## src/rtl/multi_ball_engine.sv

```systemverilog
// rtl/multi_ball_engine.sv - game FSM, fractional-speed multi-ball stepping and paddle control
module multi_ball_engine #(
    parameter int N_BALLS = 2,
    parameter int COORD_W = 10,
    parameter int SPD_W   = 16,
    parameter int ACC_W   = 22,
    parameter int UNIT    = 2000000,
    parameter int LEFT    = 160,
    parameter int TOP     = 0,
    parameter int MAXX    = 320,
    parameter int MAXY    = 480,
    parameter int RADIUS  = 8,
    parameter int PD_SZ   = 10,
    parameter int PD_LEN  = 20,
    parameter int PD_STEP = 4,
    parameter int PD_DIV  = 500000,
    parameter int VX0     = 5,
    parameter int VY0     = 5
) (
    input  logic                       clock,
    input  logic                       reset,
    input  logic                       start,
    input  logic                       btn_l,
    input  logic                       btn_r,
    input  logic                       ld_valid,
    input  logic [2:0]                 ld_idx,
    input  logic [SPD_W-1:0]           ld_vx,
    input  logic [SPD_W-1:0]           ld_vy,
    output logic [N_BALLS*COORD_W-1:0] o_bx,
    output logic [N_BALLS*COORD_W-1:0] o_by,
    output logic [N_BALLS-1:0]         b_active,
    output logic [COORD_W-1:0]         o_pdx,
    output logic [1:0]                 o_state,
    output logic                       lose
);

    localparam logic [COORD_W-1:0] CX      = COORD_W'(LEFT + MAXX / 2);
    localparam logic [COORD_W-1:0] CY      = COORD_W'(TOP + MAXY / 2);
    localparam logic [COORD_W-1:0] XL      = COORD_W'(LEFT + RADIUS);
    localparam logic [COORD_W-1:0] XR      = COORD_W'(LEFT + MAXX - RADIUS);
    localparam logic [COORD_W-1:0] YT      = COORD_W'(TOP + RADIUS);
    localparam logic [COORD_W-1:0] YB      = COORD_W'(TOP + MAXY - PD_SZ - RADIUS);
    localparam logic [COORD_W:0]   PD_MIN  = (COORD_W+1)'(LEFT + PD_LEN);
    localparam logic [COORD_W:0]   PD_MAX  = (COORD_W+1)'(LEFT + MAXX - PD_LEN);
    localparam logic [COORD_W:0]   PD_STP  = (COORD_W+1)'(PD_STEP);
    localparam logic [COORD_W:0]   HIT_D   = (COORD_W+1)'(PD_LEN + RADIUS);
    localparam logic [ACC_W:0]     L_UNIT  = (ACC_W+1)'(UNIT);
    localparam int                 DIV_W   = (PD_DIV > 1) ? $clog2(PD_DIV) : 1;
    localparam logic [DIV_W-1:0]   DIV_END = DIV_W'(PD_DIV - 1);

    typedef enum logic [1:0] {
        S_INIT = 2'b00,
        S_WAIT = 2'b01,
        S_PLAY = 2'b10,
        S_DEAD = 2'b11
    } state_t;

    state_t               r_state;
    state_t               w_next;
    logic                 r_start_q;
    logic                 w_st_edge;
    logic                 w_restart;

    logic [COORD_W-1:0]   r_bx   [N_BALLS];
    logic [COORD_W-1:0]   r_by   [N_BALLS];
    logic [ACC_W-1:0]     r_accx [N_BALLS];
    logic [ACC_W-1:0]     r_accy [N_BALLS];
    logic [SPD_W-1:0]     r_vx   [N_BALLS];
    logic [SPD_W-1:0]     r_vy   [N_BALLS];
    logic [N_BALLS-1:0]   r_dxr;
    logic [N_BALLS-1:0]   r_dyd;
    logic [N_BALLS-1:0]   r_act;
    logic                 r_lose;

    logic [COORD_W-1:0]   r_pdx;
    logic [DIV_W-1:0]     r_div;
    logic                 w_tick;
    logic [COORD_W:0]     w_pd_up;
    logic [COORD_W:0]     w_pd_dn;

    logic [ACC_W:0]         w_sum_x [N_BALLS];
    logic [ACC_W:0]         w_sum_y [N_BALLS];
    logic [ACC_W-1:0]       w_naccx [N_BALLS];
    logic [ACC_W-1:0]       w_naccy [N_BALLS];
    logic signed [COORD_W:0] w_dx   [N_BALLS];
    logic [COORD_W:0]       w_adx   [N_BALLS];
    logic [N_BALLS-1:0]     w_stx;
    logic [N_BALLS-1:0]     w_sty;
    logic [N_BALLS-1:0]     w_hit;
    logic [N_BALLS-1:0]     w_lost;

    assign w_st_edge = start & ~r_start_q;
    assign w_restart = (r_state == S_DEAD) && w_st_edge;

    // Game state register and start-button history for edge detection
    always_ff @(posedge clock or negedge reset) begin
        if (!reset) begin
            r_state   <= S_INIT;
            r_start_q <= 1'b0;
        end else begin
            r_state   <= w_next;
            r_start_q <= start;
        end
    end

    // Next game state: start edges step through the rounds, losing every ball ends one
    always_comb begin
        w_next = r_state;
        case (r_state)
            S_INIT:  if (w_st_edge)      w_next = S_WAIT;
            S_WAIT:  if (w_st_edge)      w_next = S_PLAY;
            S_PLAY:  if (r_act == '0)    w_next = S_DEAD;
            S_DEAD:  if (w_st_edge)      w_next = S_INIT;
            default:                     w_next = S_INIT;
        endcase
    end

    // Per-ball accumulator sums, step events and paddle hit/loss decisions
    always_comb begin
        for (int i = 0; i < N_BALLS; i++) begin
            w_sum_x[i] = {1'b0, r_accx[i]} + {{(ACC_W+1-SPD_W){1'b0}}, r_vx[i]};
            w_sum_y[i] = {1'b0, r_accy[i]} + {{(ACC_W+1-SPD_W){1'b0}}, r_vy[i]};
            w_stx[i]   = (w_sum_x[i] >= L_UNIT);
            w_sty[i]   = (w_sum_y[i] >= L_UNIT);
            w_naccx[i] = w_stx[i] ? ACC_W'(w_sum_x[i] - L_UNIT) : w_sum_x[i][ACC_W-1:0];
            w_naccy[i] = w_sty[i] ? ACC_W'(w_sum_y[i] - L_UNIT) : w_sum_y[i][ACC_W-1:0];
            w_dx[i]    = $signed({1'b0, r_bx[i]}) - $signed({1'b0, r_pdx});
            w_adx[i]   = w_dx[i][COORD_W] ? $unsigned(-w_dx[i]) : $unsigned(w_dx[i]);
            w_hit[i]   = (w_adx[i] <= HIT_D);
            w_lost[i]  = (r_state == S_PLAY) && r_act[i] && w_sty[i] && r_dyd[i]
                         && (r_by[i] >= YB) && !w_hit[i];
        end
    end

    // Ball positions, directions, accumulators, activity and the loss pulse
    always_ff @(posedge clock or negedge reset) begin
        if (!reset) begin
            r_act  <= '0;
            r_lose <= 1'b0;
            for (int i = 0; i < N_BALLS; i++) begin
                r_bx[i]   <= CX;
                r_by[i]   <= CY;
                r_accx[i] <= '0;
                r_accy[i] <= '0;
                r_dxr[i]  <= (i % 2 == 0);
                r_dyd[i]  <= 1'b0;
            end
        end else begin
            r_lose <= 1'b0;
            case (r_state)
                S_INIT, S_WAIT: begin
                    if ((r_state == S_INIT) && w_st_edge) begin
                        r_act <= '1;
                    end
                    for (int i = 0; i < N_BALLS; i++) begin
                        r_bx[i]   <= CX;
                        r_by[i]   <= CY;
                        r_accx[i] <= '0;
                        r_accy[i] <= '0;
                    end
                end
                S_PLAY: begin
                    r_lose <= |w_lost;
                    for (int i = 0; i < N_BALLS; i++) begin
                        if (r_act[i]) begin
                            r_accx[i] <= w_naccx[i];
                            r_accy[i] <= w_naccy[i];
                            if (w_lost[i]) begin
                                // a lost ball freezes exactly where it left the field
                                r_act[i] <= 1'b0;
                            end else begin
                                if (w_stx[i]) begin
                                    if (r_dxr[i]) begin
                                        if (r_bx[i] >= XR) r_dxr[i] <= 1'b0;
                                        else               r_bx[i]  <= r_bx[i] + 1'b1;
                                    end else begin
                                        if (r_bx[i] <= XL) r_dxr[i] <= 1'b1;
                                        else               r_bx[i]  <= r_bx[i] - 1'b1;
                                    end
                                end
                                if (w_sty[i]) begin
                                    if (r_dyd[i]) begin
                                        // at YB here means the paddle was hit
                                        if (r_by[i] >= YB) r_dyd[i] <= 1'b0;
                                        else               r_by[i]  <= r_by[i] + 1'b1;
                                    end else begin
                                        if (r_by[i] <= YT) r_dyd[i] <= 1'b1;
                                        else               r_by[i]  <= r_by[i] - 1'b1;
                                    end
                                end
                            end
                        end
                    end
                end
                default: begin
                    if (w_restart) begin
                        r_act <= '0;
                        for (int i = 0; i < N_BALLS; i++) begin
                            r_bx[i]   <= CX;
                            r_by[i]   <= CY;
                            r_accx[i] <= '0;
                            r_accy[i] <= '0;
                            r_dxr[i]  <= (i % 2 == 0);
                            r_dyd[i]  <= 1'b0;
                        end
                    end
                end
            endcase
        end
    end

    // Speed words: loadable before play starts, kept across rounds
    always_ff @(posedge clock or negedge reset) begin
        if (!reset) begin
            for (int i = 0; i < N_BALLS; i++) begin
                r_vx[i] <= SPD_W'(VX0);
                r_vy[i] <= SPD_W'(VY0);
            end
        end else if (ld_valid && ((r_state == S_INIT) || (r_state == S_WAIT))) begin
            for (int i = 0; i < N_BALLS; i++) begin
                if (ld_idx == 3'(i)) begin
                    r_vx[i] <= ld_vx;
                    r_vy[i] <= ld_vy;
                end
            end
        end
    end

    // Free-running paddle tick divider
    always_ff @(posedge clock or negedge reset) begin
        if (!reset) begin
            r_div <= '0;
        end else if (r_div == DIV_END) begin
            r_div <= '0;
        end else begin
            r_div <= r_div + 1'b1;
        end
    end

    assign w_tick  = (r_div == DIV_END);
    assign w_pd_up = {1'b0, r_pdx} + PD_STP;
    assign w_pd_dn = {1'b0, r_pdx} - PD_STP;

    // Paddle position: one clamped step per tick while exactly one button is held
    always_ff @(posedge clock or negedge reset) begin
        if (!reset) begin
            r_pdx <= CX;
        end else if (w_restart) begin
            r_pdx <= CX;
        end else if (((r_state == S_WAIT) || (r_state == S_PLAY)) && w_tick && (btn_l ^ btn_r)) begin
            if (btn_r) begin
                r_pdx <= (w_pd_up > PD_MAX) ? PD_MAX[COORD_W-1:0] : w_pd_up[COORD_W-1:0];
            end else begin
                r_pdx <= ({1'b0, r_pdx} < (PD_MIN + PD_STP)) ? PD_MIN[COORD_W-1:0]
                                                             : w_pd_dn[COORD_W-1:0];
            end
        end
    end

    // Pack per-ball registers onto the renderer-facing buses
    always_comb begin
        o_bx = '0;
        o_by = '0;
        for (int i = 0; i < N_BALLS; i++) begin
            o_bx[i*COORD_W +: COORD_W] = r_bx[i];
            o_by[i*COORD_W +: COORD_W] = r_by[i];
        end
    end

    assign b_active = r_act;
    assign o_pdx    = r_pdx;
    assign o_state  = r_state;
    assign lose     = r_lose;

endmodule

```

## config.mk

```make
export PLATFORM = sky130hd
export DESIGN_NAME = multi_ball_engine
export DESIGN_NICKNAME = d
export VERILOG_FILES = /design/src/rtl/multi_ball_engine.sv
export SDC_FILE = /design/constraint.sdc
export NUM_CORES = 1
export LEC_CHECK = 0
export CORE_MARGIN = 5
export CORE_UTILIZATION = 31
export DETAILED_ROUTE_END_ITERATION = 8
export HOLD_SLACK_MARGIN = 0.1
export PLACE_DENSITY_LB_ADDON = 0.12
export SYNTH_ARGS = -nofsm -noshare
export SYNTH_HDL_FRONTEND = slang
export SYNTH_SLANG_ARGS = --single-unit
```

## constraint.sdc

```tcl
create_clock -name clock -period 4 [get_ports clock]
set_input_delay 0.8 -clock clock [delete_from_list [all_inputs] [get_ports clock]]
set_output_delay 0.8 -clock clock [all_outputs]
set_load 0.02 [all_outputs]
```

# --- Yosys cells after proc, flatten, opt, wreduce, memory -nomap -nowiden ---
# Index checks and enable logic that the tools add are counted.
word_totals:
  ff_bits: 231
  in_bits: 41
  out_inout_bits: 55
classes:
  addsub: 23
  magnitude_cmp: 16
  n_eq_ne: 26
  mux: 87
  bitwise_logic: 4
  reduce_logical: 41
op_table:
  columns: ["operator", "n"]
  rows:
  - ["10-bit two-way mux", 29]
  - ["22-bit two-way mux", 8]
  - ["44-bit one-hot mux with 2 select lines", 2]
  - ["22-bit by 16-bit adder with 23-bit output", 4]
  - ["23-bit by 21-bit >= comparator with 1-bit output, second input constant", 4]
  - ["22-bit by 21-bit subtractor with 22-bit output, second input constant", 4]
  - ["20-bit one-hot mux with 2 select lines", 2]
  - ["44-bit two-way mux", 1]
  - ["10-bit by 1-bit adder with 10-bit output, second input constant", 4]
  - ["10-bit by 9-bit >= comparator with 1-bit output, second input constant", 4]
  - ["20-bit two-way mux", 2]
  - ["10-bit by 1-bit subtractor with 10-bit output, second input constant", 4]
  - ["1-bit two-way mux", 29]
  - ["2-bit inequality test, second input constant", 13]
  - ["3-bit inequality test, second input constant", 8]
  - ["6-bit AND reduction", 4]
  - ["11-bit by 5-bit <= comparator with 1-bit output, second input constant", 2]
  - ["11-bit two-way mux", 2]
  - ["11-bit negation", 2]
  - ["10-bit by 10-bit subtractor with 11-bit output", 2]
  - ["10-bit by 4-bit <= comparator with 1-bit output, second input constant", 2]
  - ["10-bit by 8-bit <= comparator with 1-bit output, second input constant", 2]
  - ["5-bit AND reduction", 4]
  - ["19-bit by 1-bit adder with 19-bit output, second input constant", 1]
  - ["25 further kinds", 58]

# --- Depth between registers and ports, before layout ---
# Gate-level depths: netlist (run 1).
logic_depth:
  depth_word: 9
  depth_mapped: 16
  mapped_depth_nobuf: 15

# --- Worst setup path after synthesis (run 1) ---
# Ideal clock, no wire load.
synth_path:
  path_type: "flip-flop to flip-flop"
  startpoint: "reg r_pdx[3] (netlist: o_pdx[3])"
  endpoint: "reg r_bx (netlist bit o_bx[12])"
  setup_ns: 0.125
  t_arrival_ns: 4.282
  t_required_ns: 3.875
  path_slack_ns: -0.407
  stages_incl_launch_ff: 17
  path_buffers: 4
  synth_period_minus_slack_ns: 4.407
  cell_sequence: "dfrtp_1 clkbuf_1 inv_1 ha_1 clkbuf_1 o211ai_1 and2_1 or4_1 o311ai_0 nand4_1 a221o_1 a2111oi_0 or3_1 buf_2 o211a_1 buf_6 mux2_4"
synth_via:
  elab_chain_len: 8
synth_lines:
  columns: ["element", "line_no", "rtl"]
  rows:
  - ["start: declaration", "75", "logic [COORD_W-1:0] r_pdx;"]
  - ["start signal: assignment", "252", "r_pdx <= (w_pd_up > PD_MAX) ? PD_MAX[COORD_W-1:0] : w_pd_up[COORD_W-1:0];"]
  - ["start signal: assignment", "254", "r_pdx <= ({1'b0, r_pdx} < (PD_MIN + PD_STP)) ? PD_MIN[COORD_W-1:0]"]
  - ["10-bit by 10-bit subtractor with 11-bit output *", "127", "w_dx[i] = $signed({1'b0, r_bx[i]}) - $signed({1'b0, r_pdx});"]
  - ["11-bit negation", "128", "w_adx[i] = w_dx[i][COORD_W] ? $unsigned(-w_dx[i]) : $unsigned(w_dx[i]);"]
  - ["11-bit two-way mux *", "128", null]
  - ["11-bit by 5-bit <= comparator with 1-bit output *", "129", "w_hit[i] = (w_adx[i] <= HIT_D);"]
  - ["1-bit logical NOT *", "131", "&& (r_by[i] >= YB) && !w_hit[i];"]
  - ["1-bit logical AND *", "131", null]
  - ["2-bit inequality test (no line) *", null, null]
  - ["6-bit AND reduction (no line) *", null, null]
  - ["end signal: indexed assignment", "175", "else r_bx[i] <= r_bx[i] + 1'b1;"]
  - ["end signal: indexed assignment", "178", "else r_bx[i] <= r_bx[i] - 1'b1;"]
  - ["end: declaration", "64", "logic [COORD_W-1:0] r_bx [N_BALLS];"]
# Every way passes the cells marked *; elsewhere a longest branch is shown, timed or not.
# A chain may end at the register's enable or synchronous reset.

# --- Worst setup path in the final report (run 1) ---
layout_path:
  startpoint: "reg r_accy[0] in the netlist's numbering"
  endpoint: "reg r_bx (netlist bit o_bx[12])"
layout_via:
  elab_chain_len: 8
layout_lines:
  columns: ["element", "line_no", "rtl"]
  rows:
  - ["start: declaration", "67", "logic [ACC_W-1:0] r_accy [N_BALLS];"]
  - ["start signal: indexed assignment", "167", "r_accy[i] <= w_naccy[i];"]
  - ["22-bit by 16-bit adder with 23-bit output", "122", "w_sum_y[i] = {1'b0, r_accy[i]} + {{(ACC_W+1-SPD_W){1'b0}}, r_vy[i]};"]
  - ["23-bit by 21-bit >= comparator with 1-bit output", "124", "w_sty[i] = (w_sum_y[i] >= L_UNIT);"]
  - ["1-bit logical AND (2 in a row)", "130", "w_lost[i] = (r_state == S_PLAY) && r_act[i] && w_sty[i] && r_dyd[i]"]
  - ["1-bit logical AND (2 in a row)", "131", null]
  - ["2-bit inequality test (no line)", null, null]
  - ["6-bit AND reduction (no line)", null, null]
# No other way between the ends.

==> results of run 1 <==
-- cell families (layout without fill, tap and decap cells) --
kind of cell | count (synthesis) | in the layout
AOI/OAI and AO/OA | 676 | 676
and+or+nand+nor | 650 | 650
DFF | 229 | 229
buffers and inverters | 162 | 462
adders and majority gates | 134 | 134
xor gates and xnor gates | 133 | 133
muxes | 91 | 91
other | 1 | 7
-- timing repair --
item | in CTS | in global routing
setup buffers | 2 | 12
resized for setup | 26 | 117
pin swaps | 11 | 42
setup endpoints to repair | 61 | 92
-- power by group --
part	switching, mW	internal [mW]	leakage (nW)
clock	1.09	1.83	0.516
sequential	0.499	2.98	2.98
combinational	6.14	4.97	6.69
total	7.73	9.77	10.2
-- metal layers --
| metal | vias up | part of all wire | global-route usage |
|---|---|---|---|
| met3 | 64 | 0.041 | 0.0240 |
| met5 | - | 0 | 0 |
| met4 | 0 | 0.019 | 0.0347 |
| li1 | 8354 | - | - |
| met2 | 327 | 0.46 | 0.283 |
| met1 | 8262 | 0.48 | 0.237 |
-- cell usage after synthesis (all sizes together) (9+ instances only) --
master | number | area (sq um)
and2 | 24 | 150
or4 | 13 | 101
a311oi | 10 | 87.6
mux2 | 74 | 856
or2 | 15 | 93.8
o21ai | 136 | 684
a21oi | 138 | 691
nand4 | 20 | 125
nand2 | 162 | 608
o211ai | 25 | 188
a2111oi | 9 | 78.8
a211oi | 27 | 215
nor3b | 10 | 75.1
xor2 | 45 | 394
a22o | 31 | 272
nor3 | 55 | 275
o31a | 15 | 131
inv | 77 | 289
dfrtp | 206 | 5150
xnor2 | 88 | 771
ha | 126 | 1580
nand2b | 23 | 144
o31ai | 24 | 180
o22ai | 18 | 119
a21o | 50 | 375
mux2i | 17 | 170
o21a | 32 | 240
o311ai | 11 | 96.3
clkbuf | 77 | 289
nor4 | 18 | 113
a31oi | 21 | 131
a21boi | 14 | 105
nor2b | 25 | 156
or3 | 28 | 175
nor2 | 139 | 522
o21bai | 16 | 120
and3 | 31 | 194
dfstp | 23 | 604
nand3 | 63 | 315
-- how the worst min path moves through the flow --
| stage | end | cells after the start | startpoint | slack, ps |
|---|---|---|---|---|
| after floorplan | r_div[0] | 1 | r_div[0] | 450 |
| after global placement | r_div[0] | 1 | r_div[0] | 470 |
| after detailed placement | r_div[0] | 1 | r_div[0] | 480 |
| after CTS | o_bx[1] | 1 | reset | 260 |
| after global routing | o_bx[2] | 1 | reset | 300 |
| final | o_bx[1] | 1 | reset | 250 |
-- metrics by stage --
| stage | area, sq um | TNS [ps] | cells | utilization |
|---|---|---|---|---|
| after CTS | 22800 | -78.4 | 3133 | 0.394 |
| final | 23400 | -122 | 3147 | 0.405 |
| after detailed placement | 21600 | -5730 | 3076 | 0.373 |
| after global routing | 23400 | -1800 | 3144 | 0.405 |
| after global placement | 21600 | -2390 | 3076 | 0.373 |
| after floorplan | 18300 | 0 | 2079 | - |
-- cell type report --
class / count / share of cell area
inverters: 77 / 0.0123
clock inverters: 9 / 0.00726
repair buffers: 330 / 0.118
well taps: 765 / 0.0408
multi-input cells: 1688 / 0.538
clock buffers: 46 / 0.0376
diodes: 3 / 0.000320
flip-flops and latches: 229 / 0.246
-- worst max-delay path, delay by kind of cell (launching register included) --
kind / cells / cell delay (ps)
muxes: 1 / 290
and+or+nand+nor: 3 / 990
xor gates and xnor gates: 1 / 140
adders and majority gates: 2 / 550
DFF: 1 / 370
AOI/OAI and AO/OA: 6 / 1410
buffers and inverters: 1 / 150
-- state kept, by name, indices dropped and copies added, names as in the netlist --
name / cells
r_dxr: 2
o_pdx: 8
r_vx: 32
r_accy: 44
r_accx: 44
r_vy: 32
lose: 1
o_bx: 20
r_dyd: 2
r_div: 19
r_start_q: 1
b_active: 2
o_by: 20
o_state: 2
==> flow_summary_export.csv, run 1 <==
group,metric,value,unit
routing,dr.pass1.iters,5,
die,die_x,252,microns
logic_synthesis,synth_area_per_cell,8.77,sq um
run_status,status,"finished with violations",
cells_and_area,drive_above_1_share,0.220,
logic_synthesis,ys_warn_count,0,
critical_path,critPathKind,"flop to flop",
pwr,p_per_area,747,nW/um^2
die,fp-row-count,88,
critical_path,worstReg2RegStart,"r_accy[0]",
cts,clk_pin_slew,60,ps
place,port_buffers,93,
critical_path,crit_slowest_cell,"or4_4",
timing,hold_viol,0,
logic_synthesis,synth_simple_gate_area_frac,0.179,
timing,slew_headroom,0.442,
run_status,violations,"negative setup slack",
critical_path,critical_path.max_stage_delay,470,ps
cells_and_area,mostFrequentLayoutCells,"buf_4, dfrtp_1, nand2_1",
pwr,vdd_drop_max,436,uV
critical_path,path_cells,"ha_2 > fa_2 > a21o_1 > a221o_1 > a31oi_4 > xnor2_2 > nand3_1 > or4_4 > a211oi_4 > o21ai_2 > or3_4 > o211a_1 > buf_12 > mux2_4",
cts,cts_hold_buffers,0,
routing,drt-total-wl,56.8,mm
cts,h-tree-depth,1,
cells_and_area,fill_cells,5840,
timing,tightest_slew,827,ps
place,routabilityCongestion,0.868,
logic_synthesis,synth_flop_cell,"dfrtp_1",
logic_synthesis,synth.distinct_cells,89,
place,dpl.hpwl,42.6,mm
run,timing.max_cap.violations,0,
critical_path,cp-endpoint,"o_bx[12]",
cells_and_area,layout_commonest_cell,"buf_4",
cts,cts-root-buf,"clkbuf_16",
routing,drt_iter0_drc,905,
logic_synthesis,synth_compound_area_frac,0.255,
critical_path,r2r_end,"o_bx[12]",
critical_path,cp-startpoint,"r_accy[0]",
critical_path,critPathLaunchType,"flop",
timing,setup_ws,-31.2,ps
timing,finalSetupViolations,5,
timing,maxSlewViolCount,0,
routing,post-route-drc-count,0,
die,coreArea,57900,sq um
global_routing,grt_overflow_total,0,
cells_and_area,fin_nets,2532,
pwr,leakage,10.2,nW
global_routing,grt_pass1_vias,16800,
logic_synthesis,synth_xor_area_frac,0.0640,
logic_synthesis,synthAdderAreaFrac,0.0953,
global_routing,grt_pass1_wl,90.4,mm
logic_synthesis,synth_area,18200,sq um
routing,antenna_left,0,
logic_synthesis,async_reset_ff_frac,1.00,
critical_path,r2r_cells,14,
pwr,p_total,17.5,mW
critical_path,worstPathRequired,4450,ps
place,dpl_worst_slack,-250,ps
die,top_level_ports,96,
global_routing,grt_max_degree,88,
timing,post-route-period-util,1.01,
cts,cts_made_buffers,31,
cts,clockBufferDepth,3,
timing,fmax,248,MHz
timing,rsz0062_at_grt,"true",
logic_synthesis,synth_cells,2076,
cells_and_area,multi_input_area,12600,sq um
critical_path,cp.arrival,4480,ps
worst_hold_path,hold_class,"primary input to async pin",
timing,skew,15.1,ps
logic_synthesis,synth_top_family_by_area,"compound AO/OA/AOI/OAI gates",
logic_synthesis,synth_seq_cells,229,
routing,num_vias,17000,
timing,fin_crit,4030,ps
global_routing,antenna_found_initial,2,
logic_synthesis,synth_mux_area_frac,0.0563,
cts,clk_latency,580,ps
critical_path,end_kind,"flop",
global_routing,grt_usage,0.170,
cts,cts_tree,"built",
cts,cts_sinks,229,
critical_path,path_max_fanout,8,
die,fp.dieArea,63700,sq um
logic_synthesis,ys_seq_area_frac,0.316,
routing,via_per_inst,5.40,
cells_and_area,seqCellArea,5760,sq um
critical_path,reg2reg_slack,-30,ps
die,die_h,252,microns
logic_synthesis,synth_edf_count,0,
routing,routedWlPerCell,18.0,microns
timing,fin_worst_hold_slack,246,ps
die,initial_core_util,0.315,
cells_and_area,area_delta_synth_final,28.7,%
(Power assumes the default switching activity.)
==> run 2: changes to the inputs <==
--- a/config.mk
+++ b/config.mk
@@ -6,6 +6,7 @@
 export NUM_CORES = 1
 export LEC_CHECK = 0
+export ABC_AREA = 1
 export CORE_MARGIN = 5
-export CORE_UTILIZATION = 31
+export CORE_UTILIZATION = 57
 export DETAILED_ROUTE_END_ITERATION = 8
 export HOLD_SLACK_MARGIN = 0.1
==> constraint.sdc (replaced) <==
create_clock -name clock -period 4 [get_ports clock]
set_input_delay 0.4 -clock clock [delete_from_list [all_inputs] [get_ports clock]]
set_output_delay 0.4 -clock clock [all_outputs]
set_load 0.02 [all_outputs]
==> run 2 against run 1 <==
The flow now finishes without violations. Final area fell by 3.5%. Critical endpoint is now o_bx[15]. Highest routed layer unchanged. First-iteration DRC count is 74% higher. Die area shrank 38%. Worst hold slack improved by 75 ps. Global-route usage increased by 11 points.
==> flow_summary_export.csv, run 2 <==
group,metric,value,unit
logic_synthesis,synth_area_leaders,"dfrtp_1, nand2_1, inv_1",
run_status,status,"finished clean",
pwr,p_sw,9.49,mW
die,initial_core_util,0.573,
cells_and_area,instances_no_fill,3791,
logic_synthesis,synth_area_per_cell,6.31,sq um
cts,post_cts_buffers,0,
pwr,swShare,0.525,
cts,cts_made_buffers,28,
routing,antenna_left,0,
cts,cts-root-buf,"clkbuf_16",
logic_synthesis,async_reset_ff_frac,1.00,
logic_synthesis,synth_edf_count,0,
cells_and_area,area_delta_synth_final,11.5,%
logic_synthesis,synth_flop_cell,"dfrtp_1",
timing,skew,24.3,ps
pwr,p_per_area,798,nW/um^2
run,timing.max_cap.violations,0,
cts,clk_pin_slew,60,ps
place,dpl_worst_slack,353,ps
critical_path,end_kind,"flop",
cts,clockBufferDepth,3,
routing,drt_iter0_drc,1578,
timing,fin_worst_hold_slack,321,ps
logic_synthesis,ys_warn_count,0,
timing,post-route-period-util,0.913,
routing,drt-total-wl,56.3,mm
critical_path,path_cells,"ha_1 > fa_1 > nand3_1 > nand3_1 > nand2_1 > nand2_1 > xnor2_1 > ha_1 > nand3_1 > nand2_1 > nand3_1 > nand3_2 > nand4_2 > nand3_2 > nand2_1 > nand2_1",
global_routing,grt_overflow_total,0,
routing,post-route-drc-count,0,
routing,num_vias,20800,
worst_hold_path,hold_class,"primary input to flop",
timing,slew_headroom,0.428,
routing,dr.pass1.iters,6,
place,dpl.hpwl,43.1,mm
timing,fin_setup_tns,0,ps
logic_synthesis,synth_top_cell_by_area,"dfrtp_1",
die,fp-row-count,69,
timing,hold_viol,0,
timing,rsz0062_at_grt,"false",
die,top_level_ports,96,
die,die_x,199,microns
timing,maxSlewViolCount,0,
cells_and_area,largestRegisters,"r_accx x44, r_accy x44",
logic_synthesis,synthTopCellsByCount,"nand2_1, inv_1, nand3_1",
routing,routedWlPerCell,14.8,microns
die,die_h,199,microns
cells_and_area,fill_cells,3323,
timing,tightest_slew,857,ps
critical_path,r2r_cells,16,
logic_synthesis,synth_cells,3218,
timing,finalSetupViolations,0,
timing,fmax,274,MHz
place,port_buffers,93,
cts,cts_sinks,229,
pwr,leakage,12.2,nW
die,fp.dieArea,39500,sq um
worst_hold_path,min_to,"r_start_q",
timing,setup_ws,348,ps
pwr,p_int,8.57,mW
routing,via_per_inst,5.47,
logic_synthesis,ys_seq_area_frac,0.284,
cells_and_area,fin_nets,3484,
cells_and_area,layout_commonest_cell,"nand2_1",
global_routing,antenna_found_initial,0,
place,place_inst,3739,
global_routing,grt_max_degree,88,
pwr,comb_power_share,0.639,
die,coreArea,35400,sq um
pwr,pwr-share-seq,0.220,
logic_synthesis,synth_area,20300,sq um
logic_synthesis,synth_most_common_cell,"nand2_1",
cts,h-tree-depth,1,
critical_path,crit_slowest_cell,"fa_1",
critical_path,worstReg2RegStart,"r_accx[0]",
place,routabilityCongestion,0.991,
timing,fin_crit,3650,ps
critical_path,r2r_end,"o_bx[15]",
pwr,vdd_drop_max,582,uV
critical_path,path_max_fanout,13,
critical_path,cp.arrival,4160,ps
worst_hold_path,hp-start,"start",
logic_synthesis,synth_top_area_frac,0.254,
cells_and_area,mostFrequentLayoutCells,"nand2_1, inv_1, nand3_1",
cells_and_area,antenna_cells,0,
cells_and_area,drive_above_1_share,0.0535,
logic_synthesis,synth.distinct_cells,64,
worst_hold_path,whs_path_depth,1,
global_routing,grt_pass1_vias,19500,
critical_path,worstPathRequired,4500,ps
critical_path,reg2reg_slack,350,ps
cts,cts_tree,"built",
critical_path,cpMostUsedCell,"nand2_1",
global_routing,grt_pass1_wl,92.7,mm
pwr,pwr-share-clk,0.141,
critical_path,critPathKind,"flop to flop",
logic_synthesis,synth_seq_cells,229,
global_routing,grt_usage,0.279,
cts,clk_latency,570,ps
critical_path,critical_path.max_stage_delay,430,ps
critical_path,critPathLaunchType,"flop",
==> run 2: logic make-up after synthesis <==
group / Yosys count / share of synthesized area
other cells: 1 / 0.000185
fa+ha+maj: 134 / 0.0856
buf+inv: 515 / 0.100
compound gates: 373 / 0.103
simple gates: 1895 / 0.397
xor+xnor: 71 / 0.0310
flops: 229 / 0.284
==> run 2: per-layer routing <==
| metal | vias up | wire (microns) | GRT usage |
|---|---|---|---|
| met5 | - | 0 | 0 |
| met4 | 0 | 1360 | 0.0732 |
| met3 | 97 | 3120 | 0.0305 |
| met2 | 597 | 25500 | 0.463 |
| met1 | 9565 | 26300 | 0.393 |
| li1 | 10500 | - | - |
==> run 2: through the flow <==
stage | util | cell area (sq um) | power (mW)
2_1_floorplan | - | 20300 | 12.3
3_3_place_gp | 0.612 | 21700 | 15.0
3_5_place_dp | 0.612 | 21700 | 15.3
4_1_cts | 0.639 | 22600 | 18.0
5_1_grt | 0.639 | 22600 | 19.8
6_report | 0.639 | 22600 | 18.1
==> run 2: cell type report <==
type,instances,area (sq um),area share
clock inverter,13,121,0.00536
timing repair buffer,113,1100,0.0487
sequential,229,5760,0.255
inverter,460,1730,0.0763
clock buffer,38,810,0.0358
multi-input combinational,2477,12500,0.554
tap,461,577,0.0255
==> run 2: power groups by stage <==
stage | clock, mW | sequential, mW | combinational [mW]
2_1_floorplan | 0 | 3.90 | 8.44
3_5_place_dp | 0 | 3.98 | 11.3
4_1_cts | 2.60 | 3.96 | 11.4
5_1_grt | 2.70 | 4.06 | 13.1
6_report | 2.54 | 3.98 | 11.5
3_3_place_gp | 0 | 3.97 | 11.0
==> run 2: worst max-delay path by stage <==
stage / from / endpoint / slack, ps / cells after the start
floorplan: r_accy[0] / r_accy[10] / 980 / 19
global placement: r_accy[0] / o_by[10] / 530 / 20
detailed placement: r_accy[0] / o_by[11] / 350 / 20
CTS: r_accy[0] / o_by[11] / 320 / 20
global route: r_accx[0] / o_bx[13] / 50 / 16
finish: r_accx[0] / o_bx[15] / 350 / 16
==> run 2: what timing repair did <==
action                                  CTS  global route
endpoints found under the hold margin    79             0
hold buffers                              1             0
gates resized for setup                   0             1
endpoints found under the setup margin    0             4
==> run 2: critical path: cells and delay by family (launching register included) <==
kind	cells	cell delay (ps)
DFF	1	380
and+or+nand+nor	12	1920
adders and majority gates	3	940
xor gates and xnor gates	1	340
